`src/rtl/pingpong_buf_ctrl_if.sv`:
```
// Handshake bundle between the ping-pong buffer controller and its surroundings.
// The slave modport is the controller's view; master is the environment's view.
interface pingpong_buf_ctrl_if #(
  parameter int ADDR_BITS = 10
);
  logic                 sample_valid_i;
  logic                 buff_sel_o;
  logic [ADDR_BITS-1:0] buff_waddr_o;
  logic [ADDR_BITS-1:0] buff_raddr_o;
  logic                 frame_ready_o;
  logic                 rd_req_i;
  logic                 rd_busy_o;
  logic                 rd_valid_o;
  logic                 rd_last_o;
  logic                 rd_abort_o;
  logic                 overrun_o;
  logic                 ovr_clr_i;

  modport master (
    output sample_valid_i, rd_req_i, ovr_clr_i,
    input  buff_sel_o, buff_waddr_o, buff_raddr_o, frame_ready_o,
           rd_busy_o, rd_valid_o, rd_last_o, rd_abort_o, overrun_o
  );

  modport slave (
    input  sample_valid_i, rd_req_i, ovr_clr_i,
    output buff_sel_o, buff_waddr_o, buff_raddr_o, frame_ready_o,
           rd_busy_o, rd_valid_o, rd_last_o, rd_abort_o, overrun_o
  );
endinterface

```
`src/rtl/pingpong_buf_ctrl.sv`:
```
// Ping-pong sample buffer sequencer: write addressing with bank swap per frame,
// read burst over the idle bank with RAM-latency-aligned valid, overrun/abort flags.
module pingpong_buf_ctrl #(
  parameter int ADDR_BITS  = 10,
  parameter int RD_LATENCY = 1
) (
  input  logic              clk,
  input  logic              rst,
  pingpong_buf_ctrl_if.slave bus
);

  localparam logic [ADDR_BITS-1:0] LAST_ADDR  = '1;
  localparam logic [1:0]           DRAIN_LAST = 2'(RD_LATENCY - 1);

  typedef enum logic [1:0] {IDLE, READ, DRAIN} rd_state_e;

  rd_state_e              state_q, state_d;
  logic                   sel_q, sel_d;
  logic [ADDR_BITS-1:0]   waddr_q, waddr_d;
  logic [ADDR_BITS-1:0]   raddr_q, raddr_d;
  logic                   pending_q, pending_d;
  logic                   overrun_q, overrun_d;
  logic                   abort_q, abort_d;
  logic [1:0]             drain_q, drain_d;
  logic [RD_LATENCY-1:0]  vpipe_q, vpipe_d;
  logic [RD_LATENCY-1:0]  lpipe_q, lpipe_d;

  logic swap, busy, accept, flush, issue, issue_last;

  assign swap       = bus.sample_valid_i && (waddr_q == LAST_ADDR);
  assign busy       = (state_q != IDLE);
  assign accept     = (state_q == IDLE) && bus.rd_req_i && pending_q && !swap;
  assign flush      = swap && busy;
  assign issue      = (state_q == READ);
  assign issue_last = issue && (raddr_q == LAST_ADDR);

  always_comb begin
    state_d   = state_q;
    raddr_d   = raddr_q;
    drain_d   = drain_q;
    sel_d     = sel_q ^ swap;
    waddr_d   = bus.sample_valid_i ? waddr_q + 1'b1 : waddr_q;
    abort_d   = flush;
    pending_d = pending_q;
    overrun_d = overrun_q;

    if (swap) begin
      pending_d = 1'b1;
    end else if (accept) begin
      pending_d = 1'b0;
    end

    // A swap lands on a bank that still held an unread or partially read frame.
    if (swap && (pending_q || busy)) begin
      overrun_d = 1'b1;
    end else if (bus.ovr_clr_i) begin
      overrun_d = 1'b0;
    end

    if (flush) begin
      state_d = IDLE;
    end else begin
      case (state_q)
        IDLE: begin
          if (accept) begin
            state_d = READ;
            raddr_d = '0;
          end
        end
        READ: begin
          if (raddr_q == LAST_ADDR) begin
            state_d = DRAIN;
            drain_d = '0;
          end else begin
            raddr_d = raddr_q + 1'b1;
          end
        end
        DRAIN: begin
          if (drain_q == DRAIN_LAST) begin
            state_d = IDLE;
          end else begin
            drain_d = drain_q + 1'b1;
          end
        end
        default: state_d = IDLE;
      endcase
    end
  end

  // Valid/last follow each issued address by the RAM read latency; an abort empties the pipe.
  assign vpipe_d[0] = issue && !flush;
  assign lpipe_d[0] = issue_last && !flush;
  for (genvar gi = 1; gi < RD_LATENCY; gi++) begin : g_pipe
    assign vpipe_d[gi] = vpipe_q[gi-1] && !flush;
    assign lpipe_d[gi] = lpipe_q[gi-1] && !flush;
  end

  always_ff @(posedge clk) begin
    if (rst) begin
      state_q   <= IDLE;
      sel_q     <= 1'b0;
      waddr_q   <= '0;
      raddr_q   <= '0;
      pending_q <= 1'b0;
      overrun_q <= 1'b0;
      abort_q   <= 1'b0;
      drain_q   <= '0;
      vpipe_q   <= '0;
      lpipe_q   <= '0;
    end else begin
      state_q   <= state_d;
      sel_q     <= sel_d;
      waddr_q   <= waddr_d;
      raddr_q   <= raddr_d;
      pending_q <= pending_d;
      overrun_q <= overrun_d;
      abort_q   <= abort_d;
      drain_q   <= drain_d;
      vpipe_q   <= vpipe_d;
      lpipe_q   <= lpipe_d;
    end
  end

  assign bus.buff_sel_o    = sel_q;
  assign bus.buff_waddr_o  = waddr_q;
  assign bus.buff_raddr_o  = raddr_q;
  assign bus.frame_ready_o = pending_q;
  assign bus.rd_busy_o     = busy;
  assign bus.rd_valid_o    = vpipe_q[RD_LATENCY-1];
  assign bus.rd_last_o     = lpipe_q[RD_LATENCY-1];
  assign bus.rd_abort_o    = abort_q;
  assign bus.overrun_o     = overrun_q;

endmodule

```
`src/flat_wrapper.sv`:
```
// flat-port wrapper written by rule: the top's interface ports become plain ports
module pingpong_buf_ctrl_flat 
#(
  parameter int ADDR_BITS  = 10,
  parameter int RD_LATENCY = 1
)
  (clk, rst, bus_sample_valid_i, bus_rd_req_i, bus_ovr_clr_i, bus_buff_sel_o, bus_buff_waddr_o, bus_buff_raddr_o, bus_frame_ready_o, bus_rd_busy_o, bus_rd_valid_o, bus_rd_last_o, bus_rd_abort_o, bus_overrun_o);
  pingpong_buf_ctrl_if #(.ADDR_BITS(ADDR_BITS)) bus_i ();
  input  logic clk;
  input  logic rst;
  input wire logic [$bits(bus_i.sample_valid_i)-1:0] bus_sample_valid_i;
  input wire logic [$bits(bus_i.rd_req_i)-1:0] bus_rd_req_i;
  input wire logic [$bits(bus_i.ovr_clr_i)-1:0] bus_ovr_clr_i;
  output wire logic [$bits(bus_i.buff_sel_o)-1:0] bus_buff_sel_o;
  output wire logic [$bits(bus_i.buff_waddr_o)-1:0] bus_buff_waddr_o;
  output wire logic [$bits(bus_i.buff_raddr_o)-1:0] bus_buff_raddr_o;
  output wire logic [$bits(bus_i.frame_ready_o)-1:0] bus_frame_ready_o;
  output wire logic [$bits(bus_i.rd_busy_o)-1:0] bus_rd_busy_o;
  output wire logic [$bits(bus_i.rd_valid_o)-1:0] bus_rd_valid_o;
  output wire logic [$bits(bus_i.rd_last_o)-1:0] bus_rd_last_o;
  output wire logic [$bits(bus_i.rd_abort_o)-1:0] bus_rd_abort_o;
  output wire logic [$bits(bus_i.overrun_o)-1:0] bus_overrun_o;
  assign bus_i.sample_valid_i = bus_sample_valid_i;
  assign bus_i.rd_req_i = bus_rd_req_i;
  assign bus_i.ovr_clr_i = bus_ovr_clr_i;
  assign bus_buff_sel_o = bus_i.buff_sel_o;
  assign bus_buff_waddr_o = bus_i.buff_waddr_o;
  assign bus_buff_raddr_o = bus_i.buff_raddr_o;
  assign bus_frame_ready_o = bus_i.frame_ready_o;
  assign bus_rd_busy_o = bus_i.rd_busy_o;
  assign bus_rd_valid_o = bus_i.rd_valid_o;
  assign bus_rd_last_o = bus_i.rd_last_o;
  assign bus_rd_abort_o = bus_i.rd_abort_o;
  assign bus_overrun_o = bus_i.overrun_o;
  pingpong_buf_ctrl #(.ADDR_BITS(ADDR_BITS), .RD_LATENCY(RD_LATENCY)) u_core (.clk(clk), .rst(rst), .bus(bus_i));
endmodule
```
`config.mk`:
```
export PLATFORM = sky130hd
export DESIGN_NAME = pingpong_buf_ctrl_flat
export DESIGN_NICKNAME = d
export VERILOG_FILES = /design/src/rtl/pingpong_buf_ctrl_if.sv /design/src/rtl/pingpong_buf_ctrl.sv /design/src/flat_wrapper.sv
export SDC_FILE = /design/constraint.sdc
export NUM_CORES = 1
export LEC_CHECK = 0
export CORE_MARGIN = 2
export CORE_UTILIZATION = 53
export DETAILED_ROUTE_END_ITERATION = 12
export GPL_ROUTABILITY_DRIVEN = 0
export PLACE_DENSITY_LB_ADDON = 0.15
export SKIP_CTS_REPAIR_TIMING = 1
export SLEW_MARGIN = 5
export SYNTH_ARGS = -nofsm -noshare
export SYNTH_HDL_FRONTEND = slang
export SYNTH_SLANG_ARGS = --single-unit
```
`constraint.sdc`:
```
create_clock -name clk -period 3.12 [get_ports clk]
set_input_delay 0.468 -clock clk [delete_from_list [all_inputs] [get_ports clk]]
set_output_delay 0.468 -clock clk [all_outputs]
set_load 0.02 [all_outputs]
```
## After elaboration in Yosys (flattened, before gate mapping)

Cells that the tools add are included.

- Flip-flop bits (word level): 30
- Input port bits: 5
- Output and inout port bits: 27
- Word-level logic and storage cells: 61

- $add $sub $neg: 3
- Equal/unequal tests: 9
- Muxes and demuxes: 14
- Bitwise operators: 2
- Reductions and logical operators: 23

Operator list:

| cell | count |
|---|---|
| 10-bit by 1-bit adder with 10-bit output (second input constant) | 2 |
| 10-bit == test (second input constant) | 2 |
| 10-bit two-way mux | 2 |
| 10-bit case mux with 2 select lines | 1 |
| 2-bit two-way mux | 5 |
| 2-bit nonzero test | 5 |
| 1-bit logical AND | 9 |
| 4-bit AND reduction | 2 |
| 2-bit != test (second input constant) | 3 |
| 2-bit case mux with 3 select lines | 1 |
| 2-bit zero test | 2 |
| 1-bit two-way mux | 4 |
| 2-bit by 1-bit != test with 1-bit output (second input constant) | 2 |
| 2-bit case mux with 2 select lines | 1 |
| 3-bit AND reduction | 1 |
| 2-bit by 1-bit adder with 2-bit output (second input constant) | 1 |
| 2-bit by 1-bit == test with 1-bit output (second input constant) | 1 |
| 2-bit == test (second input constant) | 1 |
| 1-bit zero test | 2 |
| 2-bit OR reduction | 1 |
| 1-bit logical OR | 1 |
| 1-bit inverter | 1 |
| 1-bit XOR | 1 |

## Depth between registers and ports, before layout

- Word-level depth: 6
- Mapped depth: 8
- Depth with buffers taken out: 5

## Worst setup path before layout

OpenSTA, ideal clock, no wires.

- Path kind: flip-flop to flip-flop
- Start: reg u_core.waddr_q[0] (netlist: u_core.bus.buff_waddr_o[0])
- End: reg u_core.raddr_q[8] (netlist: u_core.bus.buff_raddr_o[8])
- Arrival time: 1.905 ns
- Required time: 3.034 ns
- Setup slack: 1.128 ns
- Cell stages (with the launch flop): 8
- Path buffers: 2
- Period minus slack after synthesis: 1.992 ns
- Cells stage by stage: dfxtp_1 -> ha_1 -> and4_1 -> buf_6 -> and4_4 -> buf_6 -> or4_4 -> a221oi_2

- Cells in the longest elaborated chain, start to end: 6
- Elaborated cells on any way between the ends: 8
- Those cells by class: 2 x eq/ne; 1 x bitwise; 5 x reduce/logical

RTL lines:

| what | line | text |
|---|---|---|
| start, declared | pingpong_buf_ctrl.sv:19 | `logic [ADDR_BITS-1:0] waddr_q, waddr_d;` |
| start signal, assigned | pingpong_buf_ctrl.sv:113 | `waddr_q <= waddr_d;` |
| 10-bit == test * | pingpong_buf_ctrl.sv:30 | `assign swap = bus.sample_valid_i && (waddr_q == LAST_ADDR);` |
| 1-bit logical AND * | pingpong_buf_ctrl.sv:30 |  |
| 1-bit zero test | pingpong_buf_ctrl.sv:32 | `assign accept = (state_q == IDLE) && bus.rd_req_i && pending_q && !swap;` |
| 1-bit logical AND | pingpong_buf_ctrl.sv:32 |  |
| 2-bit by 1-bit != test with 1-bit output (no line) | -- |  |
| 4-bit AND reduction (no line) * | -- |  |
| end signal, assigned | pingpong_buf_ctrl.sv:114 | `raddr_q <= raddr_d;` |
| end, declared | pingpong_buf_ctrl.sv:20 | `logic [ADDR_BITS-1:0] raddr_q, raddr_d;` |

Mark *: on every way between the ends. The rest lies on a longest branch, timed or not.
A chain may end at the register's enable or synchronous reset.

## Worst setup path after layout

- Start: in bus_sample_valid_i
- End: reg u_core.raddr_q[4] (netlist: u_core.bus.buff_raddr_o[4])

- Cells in the longest elaborated chain, start to end: 5
- Elaborated cells on any way between the ends: 7
- Those cells by class: 1 x eq/ne; 1 x bitwise; 5 x reduce/logical

RTL lines:

| what | line | text |
|---|---|---|
| start, declared | flat_wrapper.sv:11 | `input wire logic [$bits(bus_i.sample_valid_i)-1:0] bus_sample_valid_i;` |
| 1-bit logical AND * | pingpong_buf_ctrl.sv:30 |  |
| 1-bit zero test | pingpong_buf_ctrl.sv:32 |  |
| 1-bit logical AND | pingpong_buf_ctrl.sv:32 |  |
| 2-bit by 1-bit != test with 1-bit output (no line) | -- |  |
| 4-bit AND reduction (no line) * | -- |  |

Marked as above.

==> results.json <==
{
  "ant_nets": 0,
  "seq_area_frac_synth": 0.4131,
  "fmax_mhz": 459.8,
  "clk_latency_ns": 0.33,
  "h-tree-depth": 2,
  "hold_depth": 2,
  "status": "completed",
  "synth_top_area_share": 0.4131,
  "synth_top_area_cell": "dfxtp_1",
  "fin_nets": 203,
  "fin_crit_ns": 2.175,
  "crit_buf_inv": 1,
  "p_leak_nw": 0.6452,
  "synth_warnings": 0,
  "vias": 1360,
  "holdWs_ns": 0.4877,
  "peakVddDrop_mv": 0.3756,
  "final_max_slew_viol_count": 0,
  "setup_tns_ns": 0,
  "initial_utilization": 0.5713,
  "grt_pass1_vias": 1322,
  "die_h_um": 56.38,
  "io_buffers": 31,
  "syn_inst": 162,
  "cts.clk_slew.worst_paths_ns": 0.10,
  "yosys_most_used_dff": "dfxtp_1",
  "ys_top_cells_by_area": "dfxtp_1, nor2_1, xor2_1",
  "endpoint_kind": "flip-flop",
  "async_flop_share": 0,
  "clock_skew_ns": 0.009574,
  "hp-class": "flip-flop to flip-flop",
  "arrival_ns": 2.41,
  "setup_viol_count_final": 0,
  "hp-start": "u_core.drain_q[1]",
  "drc": 0,
  "antenna_found_initial": 0,
  "power.total_w": 0.0007075,
  "dp_hpwl_mm": 2.338,
  "grt_setup_unrepaired": "no",
  "routedWlPerCell_um": 15.01,
  "timing.rr.end": "u_core.bus.buff_raddr_o[0]",
  "ys_types": 43,
  "dieWidth_um": 56.38,
  "post-route-period-util": 0.6970,
  "required_ns": 3.35,
  "first_iter_violations": 53,
  "drive_gt1_frac": 0.09184,
  "synth_nets": 170,
  "final_cell_mix": "clkdlybuf4s50_1, dfxtp_1, nor2_1, nand3_1, nand2_1",
  "powerDensity_nw_per_um2": 381.8,
  "die_area_um2": 3178,
  "startpoint_type": "primary input",
  "cp_cell_sequence": "clkdlybuf4s50_1, and4_1, nand4_1, nand3_1, mux2_2",
  "slew_headroom": 0.5254,
  "area_growth_pct": 27.45,
  "num_antenna_cells": 0,
  "reg2reg_from": "u_core.bus.buff_raddr_o[0]",
  "hold_end": "u_core.drain_q[1]",
  "layoutNonFillerInstCount": 226,
  "place_inst": 218,
  "clock_path_buffers": 2,
  "grtUsageTotal": 0.2224,
  "root_buffer": "clkbuf_4",
  "grt_max_degree": 22,
  "grt_overflow": 0,
  "final_common_cell": "clkdlybuf4s50_1",
  "syn_area_um2": 1454,
  "clock-sinks": 30,
  "cts_buffers": 5,
  "cts_tree": "yes",
  "worst_pin_slew_ns": 0.7097,
  "drt_pass1_iterations": 4,
  "crit_slowest_cell": "clkdlybuf4s50_1",
  "crit_type": "primary input to flip-flop",
  "grt_pass1_wl_mm": 5.561,
  "drv_cap": 0,
  "coreArea_um2": 2545,
  "cp_top_family": "simple AND/OR/NAND/NOR gates",
  "reg2reg_slack_ns": 1.08,
  "synth-edff-count": 0,
  "r2r_cells": 5,
  "io_pins": 32,
  "crit_fanout": 11,
  "critPathMaxStageDelay_ns": 0.56,
  "synth-seq-cells": 30,
  "wirelength_mm": 3.392,
  "finalHoldViolCount": 0,
  "syn_area_per_cell_um2": 8.975,
  "via_per_inst": 6.018,
  "row_count": 18
}
## through the flow
| step | setup slack [ns] | area (µm²) | utilization |
|---|---|---|---|
| 6_report | 0.9453 | 1853 | 0.7281 |
| 5_1_grt | 0.8605 | 1853 | 0.7281 |
| 4_1_cts | 0.9810 | 1853 | 0.7281 |
| 3_5_place_dp | 0.6162 | 1774 | 0.6971 |
| 3_3_place_gp | 0.6977 | 1774 | 0.6971 |
| 2_1_floorplan | 1.128 | 1454 | - |
## Yosys cell counts (4+ instances only)
| cell | instances |
|---|---|
| a211oi_1 | 6 |
| a21oi_1 | 8 |
| and4_1 | 4 |
| clkbuf_1 | 4 |
| dfxtp_1 | 30 |
| inv_1 | 6 |
| nand2_1 | 9 |
| nand2b_1 | 6 |
| nand3_1 | 10 |
| nor2_1 | 19 |
| nor3_1 | 4 |
| xnor2_1 | 4 |
| xor2_1 | 6 |
## logic make-up (layout without fill, tap and decap cells)
family / Yosys count / after routing / share of synthesized area
compound gates: 27 / 27 / 0.1282
simple gates: 73 / 73 / 0.2831
flops: 30 / 30 / 0.4131
xor+xnor: 10 / 10 / 0.06024
buf+inv: 13 / 47 / 0.04474
fa+ha+maj: 3 / 3 / 0.02582
mux: 6 / 6 / 0.04475
## flip-flops by register name, summed over array words and instances (netlist names)
signal / flops
u_core.bus.buff_raddr_o: 10
u_core.bus.buff_sel_o: 1
u_core.bus.buff_waddr_o: 10
u_core.bus.frame_ready_o: 1
u_core.bus.overrun_o: 1
u_core.bus.rd_abort_o: 1
u_core.bus.rd_last_o: 1
u_core.bus.rd_valid_o: 1
u_core.drain_q: 2
u_core.state_q: 2
## where the power goes
group	total, W	internal [W]	leakage, nW	switching, W
logic	0.0000300	0.0000150	0.359	0.0000150
registers	0.000388	0.000385	0.242	0.00000281
clock network	0.000289	0.000154	0.0446	0.000135
total	0.000707	0.000554	0.645	0.000153
## cell type report
type	instances	area (µm²)
multi-input combinational	119	788.3
inverter	6	22.52
sequential	30	600.6
timing repair buffer	33	325.3
tap	30	37.54
clock buffer	8	78.83
fill	210	691.9
## worst max path at each step
stage | from | to | slack [ns] | cells past startpoint
floorplan | u_core.bus.buff_waddr_o[0] | u_core.bus.buff_raddr_o[8] | 1.13 | 7
global placement | bus_sample_valid_i | u_core.bus.buff_raddr_o[4] | 0.70 | 5
detailed placement | bus_sample_valid_i | u_core.bus.buff_raddr_o[4] | 0.62 | 5
CTS | bus_sample_valid_i | u_core.bus.buff_raddr_o[4] | 0.98 | 5
global route | bus_sample_valid_i | u_core.bus.buff_raddr_o[4] | 0.86 | 5
finish | bus_sample_valid_i | u_core.bus.buff_raddr_o[4] | 0.95 | 5
## routing by layer
| layer | vias up | share of wire | routed length (µm) | GRT usage |
|---|---|---|---|---|
| li1 | 654 | - | - | - |
| met1 | 652 | 0.41 | 1406 | 0.2406 |
| met2 | 47 | 0.51 | 1721 | 0.3983 |
| met3 | 7 | 0.065 | 220 | 0.06452 |
| met4 | 0 | 0.013 | 44 | 0.09864 |
| met5 | - | 0 | 0 | 0 |
## worst min-delay path, stage by stage (launching register included)
cell      delay [ns]
dfxtp_1         0.32
nand2b_1        0.06
mux2i_1         0.06
Power figures use the tool's default switching activity.
